==> src/rtl/zero_restorer_pkg.sv <==
// Shared definitions for the zero restorer: FSM state encoding and the
// helper that clamps a requested zero count to the data path width.
package zero_restorer_pkg;

  // Operation phases: waiting for a request, shifting, holding the result.
  typedef enum logic [1:0] {
    IDLE  = 2'd0,
    SHIFT = 2'd1,
    DONE  = 2'd2
  } state_e;

  // Shifting by more than the data width gives the same result as shifting by
  // exactly the width, so the count is limited to keep the counter narrow.
  function automatic int unsigned clamp_count(input int unsigned zero_num,
                                              input int unsigned width);
    return (zero_num > width) ? width : zero_num;
  endfunction

endpackage

==> src/rtl/zero_restorer.sv <==
// Zero restorer: re-inserts zero_num zeros into a normalized operand by
// shifting it one bit per cycle, right (LEFT_CNT=1) or left (LEFT_CNT=0),
// and reports whether any shifted-out bit was set.
module zero_restorer
  import zero_restorer_pkg::*;
#(
  parameter int DATA_WIDTH = 16,
  parameter int ZERO_WIDTH = $clog2(DATA_WIDTH + 1),
  parameter int LEFT_CNT   = 1
) (
  input  logic                  clk,
  input  logic                  rst_n,
  input  logic                  in_valid,
  output logic                  in_ready,
  input  logic [DATA_WIDTH-1:0] in_data,
  input  logic [ZERO_WIDTH-1:0] zero_num,
  output logic                  out_valid,
  input  logic                  out_ready,
  output logic [DATA_WIDTH-1:0] out_data,
  output logic                  out_sticky
);

  // The counter only ever holds 0..DATA_WIDTH after clamping.
  localparam int CNT_W = $clog2(DATA_WIDTH + 1);

  state_e                state_q;
  state_e                state_d;
  logic [DATA_WIDTH-1:0] data_q;
  logic                  sticky_q;
  logic [CNT_W-1:0]      cnt_q;

  logic                  accept;
  logic [CNT_W-1:0]      load_cnt;
  logic [DATA_WIDTH-1:0] shifted;
  logic                  exit_bit;

  assign accept   = in_valid && (state_q == IDLE);
  assign load_cnt = CNT_W'(clamp_count(32'(zero_num), DATA_WIDTH));

  // One-bit shift step in the configured direction, plus the bit that falls off.
  always_comb begin
    if (LEFT_CNT != 0) begin
      shifted  = {1'b0, data_q[DATA_WIDTH-1:1]};
      exit_bit = data_q[0];
    end else begin
      shifted  = {data_q[DATA_WIDTH-2:0], 1'b0};
      exit_bit = data_q[DATA_WIDTH-1];
    end
  end

  // Next-state logic: load, shift until the count runs out, then hold the result.
  always_comb begin
    // NOTE: default assigned first so every path drives state_d; no latch is inferred.
    state_d = state_q;
    case (state_q)
      IDLE: begin
        if (accept) begin
          state_d = (load_cnt == '0) ? DONE : SHIFT;
        end
      end
      SHIFT: begin
        // The counter reaches 0 on this edge when it currently reads 1.
        if (cnt_q <= CNT_W'(1)) begin
          state_d = DONE;
        end
      end
      DONE: begin
        if (out_ready) begin
          state_d = IDLE;
        end
      end
      default: state_d = IDLE;
    endcase
  end

  // State register.
  always_ff @(posedge clk or negedge rst_n) begin
    if (!rst_n) begin
      // NOTE: sequential state uses non-blocking assignments so every register
      // samples pre-edge values regardless of block ordering.
      state_q <= IDLE;
    end else begin
      state_q <= state_d;
    end
  end

  // Datapath: capture on accept, shift and accumulate sticky while in SHIFT.
  always_ff @(posedge clk or negedge rst_n) begin
    if (!rst_n) begin
      data_q   <= '0;
      sticky_q <= 1'b0;
      cnt_q    <= '0;
    end else begin
      case (state_q)
        IDLE: begin
          if (accept) begin
            data_q   <= in_data;
            sticky_q <= 1'b0;
            cnt_q    <= load_cnt;
          end
        end
        SHIFT: begin
          data_q   <= shifted;
          sticky_q <= sticky_q | exit_bit;
          cnt_q    <= cnt_q - CNT_W'(1);
        end
        default: ;
      endcase
    end
  end

  assign in_ready   = (state_q == IDLE);
  assign out_valid  = (state_q == DONE);
  assign out_data   = data_q;
  assign out_sticky = sticky_q;

endmodule

==> config.mk <==
export PLATFORM = sky130hd
export DESIGN_NAME = zero_restorer
export DESIGN_NICKNAME = d
export VERILOG_FILES = /design/src/rtl/zero_restorer_pkg.sv /design/src/rtl/zero_restorer.sv
export SDC_FILE = /design/constraint.sdc
export NUM_CORES = 1
export LEC_CHECK = 0
export CAP_MARGIN = 20
export CORE_MARGIN = 2
export CORE_UTILIZATION = 35
export DETAILED_ROUTE_END_ITERATION = 7
export PLACE_DENSITY = 0.65
export SLEW_MARGIN = 20
export SYNTH_ARGS = -nofsm -noshare
export SYNTH_HDL_FRONTEND = slang
export SYNTH_SLANG_ARGS = --single-unit
==> constraint.sdc <==
create_clock -name clk -period 4.6 [get_ports clk]
set_input_delay 0.92 -clock clk [delete_from_list [all_inputs] [get_ports clk]]
set_output_delay 0.92 -clock clk [all_outputs]
set_load 0.03 [all_outputs]
==> report_table.html <==
<table>
<tr><th>Metric</th><th>Value</th></tr>
<tr><th colspan="2">GRT</th></tr>
<tr><td>Vias in the first global route</td><td>1,119</td></tr>
<tr><td>Largest net degree at the start of global routing</td><td>35</td></tr>
<tr><td>Total global routing overflow</td><td>0</td></tr>
<tr><td>Global-route total usage across every layer</td><td>0.149</td></tr>
<tr><td>Wire length of the first global-routing pass</td><td>5.00 mm</td></tr>
<tr><td>Number of antenna violations at the first check in global routing</td><td>0</td></tr>
<tr><th colspan="2">Setup path</th></tr>
<tr><td>Worst Reg-to-Reg Cells</td><td>3</td></tr>
<tr><td>Crit Reg-Reg Startpoint</td><td>state_q[0]</td></tr>
<tr><td>Count of buffer and inverter cells on the critical path</td><td>2</td></tr>
<tr><td>Setup CP Type</td><td>reg2out</td></tr>
<tr><td>Reg-to-reg slack, setup</td><td>about 2700 ps</td></tr>
<tr><td>Largest fanout on the critical path</td><td>11</td></tr>
<tr><td>CP Cell Sequence</td><td>inv_1 &gt; nor2_1 &gt; clkdlybuf4s50_1</td></tr>
<tr><td>Crit-path slowest cell</td><td>clkdlybuf4s50_1</td></tr>
<tr><td>WP data arrival</td><td>1820 ps</td></tr>
<tr><td>Required time at the endpoint of the critical path</td><td>3680 ps</td></tr>
<tr><td>Worst setup SP type</td><td>register</td></tr>
<tr><td>Critical path capture point type</td><td>output pin</td></tr>
<tr><td>Top Family by Delay on Critical Path</td><td>buffers and inverters</td></tr>
<tr><td>Delay of the slowest critical-path stage</td><td>between 600 and 700 ps</td></tr>
<tr><td>Reg2reg end</td><td>out_data[9]</td></tr>
<tr><th colspan="2">Pwr</th></tr>
<tr><td>Part of the power in the clock network</td><td>0.088</td></tr>
<tr><td>Sequential share of power</td><td>0.326</td></tr>
<tr><td>Portion of total power attributed to combinational logic</td><td>0.586</td></tr>
<tr><td>IR Drop Worst-Case VDD</td><td>approximately 330 µV</td></tr>
<tr><td>Total internal power</td><td>723 µW</td></tr>
<tr><td>Leakage power total</td><td>~0.00077 µW</td></tr>
<tr><td>Switching pwr</td><td>about 610 µW</td></tr>
<tr><td>Switching part of the total power</td><td>0.456</td></tr>
<tr><td>Power per standard cell area</td><td>744 mW/mm²</td></tr>
<tr><th colspan="2">STA</th></tr>
<tr><td>Number of max-slew violations in the final report</td><td>0</td></tr>
<tr><td>Worst clock skew</td><td>1.25 ps</td></tr>
<tr><td>Highest achievable clock rate</td><td>366 MHz</td></tr>
<tr><td>Final sum of negative setup slack</td><td>0 ps</td></tr>
<tr><td>Relative slew slack</td><td>0.555</td></tr>
<tr><td>Number of failing hold endpoints at the final stage</td><td>0</td></tr>
<tr><td>Shortest period the worst path allows</td><td>2740 ps</td></tr>
<tr><td>Final Hold Slack</td><td>about 500 ps</td></tr>
<tr><td>Unrepaired setup endpoints after global routing</td><td>no</td></tr>
<tr><td>Setup violations, final</td><td>0</td></tr>
<tr><td>Transition time at the pin with the least slew margin</td><td>666 ps</td></tr>
<tr><td>Final period util</td><td>0.595</td></tr>
<tr><th colspan="2">Place</th></tr>
<tr><td>RD Place Congestion</td><td>between 0.8 and 0.9</td></tr>
<tr><td>Hpwl dp</td><td>2.13 mm</td></tr>
<tr><td>Number of buffers inserted by port buffering</td><td>43</td></tr>
<tr><th colspan="2">Final layout</th></tr>
<tr><td>Multi-input logic area</td><td>632 µm²</td></tr>
<tr><td>Number of antenna repair diodes</td><td>0</td></tr>
<tr><td>Number of nets in the final layout</td><td>202</td></tr>
<tr><td>Number of fill cells</td><td>around 360</td></tr>
<tr><td>Ratio of cells with drive above 1 in the final layout</td><td>0.0405</td></tr>
<tr><td>Area growth, synth to finish</td><td>37.2%</td></tr>
<tr><td>Sequential cell area</td><td>601 µm²</td></tr>
<tr><th colspan="2">Die</th></tr>
<tr><td>DIE AREA</td><td>about 0.0042 mm²</td></tr>
<tr><td>Effective utilization at floorplan</td><td>0.361</td></tr>
<tr><td>Site row count</td><td>22</td></tr>
<tr><td>Die Span X</td><td>65.0 µm</td></tr>
<tr><td>CORE AREA</td><td>0.00361 mm²</td></tr>
<tr><td>Die boundary height</td><td>65.0 µm</td></tr>
<tr><td>Ports placed on the boundary</td><td>44</td></tr>
<tr><th colspan="2">Flow run</th></tr>
<tr><td>Max-capacitance violation count</td><td>0</td></tr>
<tr><th colspan="2">Clock tree</th></tr>
<tr><td>Clock root buffer master</td><td>clkbuf_8</td></tr>
<tr><td>H-tree levels</td><td>1</td></tr>
<tr><td>Number of buffers created by CTS</td><td>3</td></tr>
<tr><td>Clock insertion delay at the later pin of the skew report</td><td>250 ps</td></tr>
<tr><td>Resized Gates After CTS</td><td>0</td></tr>
<tr><td>Clock sink total</td><td>24</td></tr>
<tr><td>Maximum clock insertion buffer count</td><td>2</td></tr>
<tr><td>Clock tree from TritonCTS</td><td>built</td></tr>
<tr><td>Clock transition time at the flip-flop clock pins of the worst setup and hold paths</td><td>80 ps</td></tr>
<tr><td>Cts hold-fix bufs</td><td>0</td></tr>
<tr><td>Setup Fix Bufs, Post-CTS</td><td>0</td></tr>
<tr><th colspan="2">Min path</th></tr>
<tr><td>End point of the most critical hold path</td><td>out_data[8]</td></tr>
<tr><td>Hold Crit Start</td><td>out_data[8]</td></tr>
<tr><td>Type of the most critical hold path</td><td>reg2reg</td></tr>
<tr><td>Count of cells along the worst hold path</td><td>2</td></tr>
<tr><th colspan="2">Detailed routing</th></tr>
<tr><td>Number of optimization iterations in the first detailed-route pass</td><td>4</td></tr>
<tr><td>Vias</td><td>1,109</td></tr>
<tr><td>Detailed Route Iter0 Violations</td><td>between 50 and 60</td></tr>
<tr><td>Routed wire per std cell</td><td>13.1 µm</td></tr>
<tr><td>Detail Route Antenna Nets</td><td>0</td></tr>
<tr><td>Wire length reported by the detailed router</td><td>a little under 3 mm</td></tr>
<tr><td>Remaining design rule violation count</td><td>0</td></tr>
<tr><td>Vias per cell</td><td>5.02</td></tr>
<tr><th colspan="2">Yosys</th></tr>
<tr><td>Post-synth EDFFs</td><td>0</td></tr>
<tr><td>Sequential fraction of the synthesis area</td><td>0.462</td></tr>
<tr><td>Post-Synthesis Cells</td><td>135</td></tr>
<tr><td>Post-synthesis area per instance</td><td>9.64 µm²</td></tr>
<tr><td>Count of unique library cells instantiated by Yosys</td><td>34</td></tr>
<tr><td>Flop and latch count out of synthesis</td><td>24</td></tr>
<tr><td>Post-synth net total</td><td>162</td></tr>
<tr><td>Async S/R FF share, synth</td><td>1.00</td></tr>
<tr><td>Total number of yosys warnings</td><td>0</td></tr>
<tr><td>Top_reg_cell synth</td><td>dfrtp_1</td></tr>
<tr><td>Post-Synthesis Cell Area</td><td>0.00130 mm²</td></tr>
<tr><th colspan="2">Outcome</th></tr>
<tr><td>Result of the run</td><td>finished clean</td></tr>
</table>
synthesized netlist by cell type (all sizes together), types with 2 or more instances:
| cell | count | area, µm² |
|---|---|---|
| nor2 | 5 | 18.8 |
| clkbuf | 3 | 12.5 |
| o21bai | 2 | 15.0 |
| dfrtp | 24 | 601 |
| inv | 7 | 26.3 |
| nor4 | 2 | 12.5 |
| a2bb2oi | 2 | 17.5 |
| ha | 2 | 25.0 |
| buf | 5 | 46.3 |
| nand2b | 2 | 12.5 |
| nor3 | 2 | 10.0 |
| nor2b | 5 | 33.8 |
| o22ai | 2 | 12.5 |
| nand2 | 18 | 67.6 |
| o21ai | 19 | 95.1 |
| a21oi | 4 | 20.0 |
| a22oi | 3 | 22.5 |
| mux2i | 16 | 160 |
| and3b | 2 | 17.5 |
worst register-to-register path: stages, from the launching register on:
cell and delay (ps):
dfrtp_1 680, nor2b_4 680, mux2i_1 320, o21ai_0 100
layer usage:
layer	track usage	vias up	part of all wire
met5	0	-	0
met4	0.0399	0	0.0059
met3	0.0347	4	0.079
met2	0.236	46	0.43
met1	0.205	508	0.49
li1	-	551	-
area by class of cell:
| type | instances | area share |
|---|---|---|
| clock buffer | 3 | 0.0231 |
| inverter | 7 | 0.0147 |
| multi-input combinational | 96 | 0.354 |
| sequential | 24 | 0.336 |
| tap | 48 | 0.0336 |
| timing repair buffer | 43 | 0.238 |
worst max path at each step:
stage	from	endpoint	slack, ps	depth (start not counted)
3_5_place_dp	in_valid	out_data[13]	1820	3
6_report	state_q[1]	out_valid	1860	3
3_3_place_gp	in_valid	out_data[9]	1930	3
5_1_grt	state_q[1]	out_valid	1740	3
4_1_cts	state_q[1]	out_valid	1890	3
2_1_floorplan	state_q[0]	in_ready	2620	2
metrics by stage:
step / instances / power [µW] / instance area [µm²] / setup slack, ps / util
after floorplan: 135 / 979 / 1300 / 2620 / -
after global placement: 218 / 1190 / 1740 / 1930 / 0.482
after detailed placement: 218 / 1220 / 1740 / 1820 / 0.482
after CTS: 221 / 1330 / 1780 / 1890 / 0.493
after global routing: 221 / 1430 / 1790 / 1740 / 0.495
final: 221 / 1330 / 1790 / 1860 / 0.495
flip-flops by register name (all words and copies together), names as in the netlist:
signal,flops
cnt_q,5
out_data,16
out_sticky,1
state_q,2
kinds of logic (layout without fill, tap and decap cells):
kind of cell	Yosys count	after routing	synth area share
flops	24	24	0.462
mux	16	16	0.123
fa+ha+maj	2	2	0.0192
compound gates	38	38	0.175
buf+inv	15	53	0.0654
simple gates	40	40	0.156
power by group through the flow:
stage	Combinational (µW)	Sequential, µW	Clock (µW)
2_1_floorplan	444	535	0
3_3_place_gp	764	430	0
3_5_place_dp	781	435	0
4_1_cts	781	431	122
5_1_grt	849	453	130
6_report	778	433	117
placed cells by master, fill, tap and decap left out, types with 3 or more instances in the layout:
cell,Yosys,routed
clkdlybuf4s50_1,0,42
dfrtp_1,24,24
nand2_1,18,18
mux2i_1,16,16
o21ai_0,12,12
inv_1,7,7
o21ai_1,7,7
nor2_1,5,5
a21oi_1,4,4
nor2b_1,4,4
a22oi_1,3,3
clkbuf_8,0,3
(Power assumes the default switching activity.)
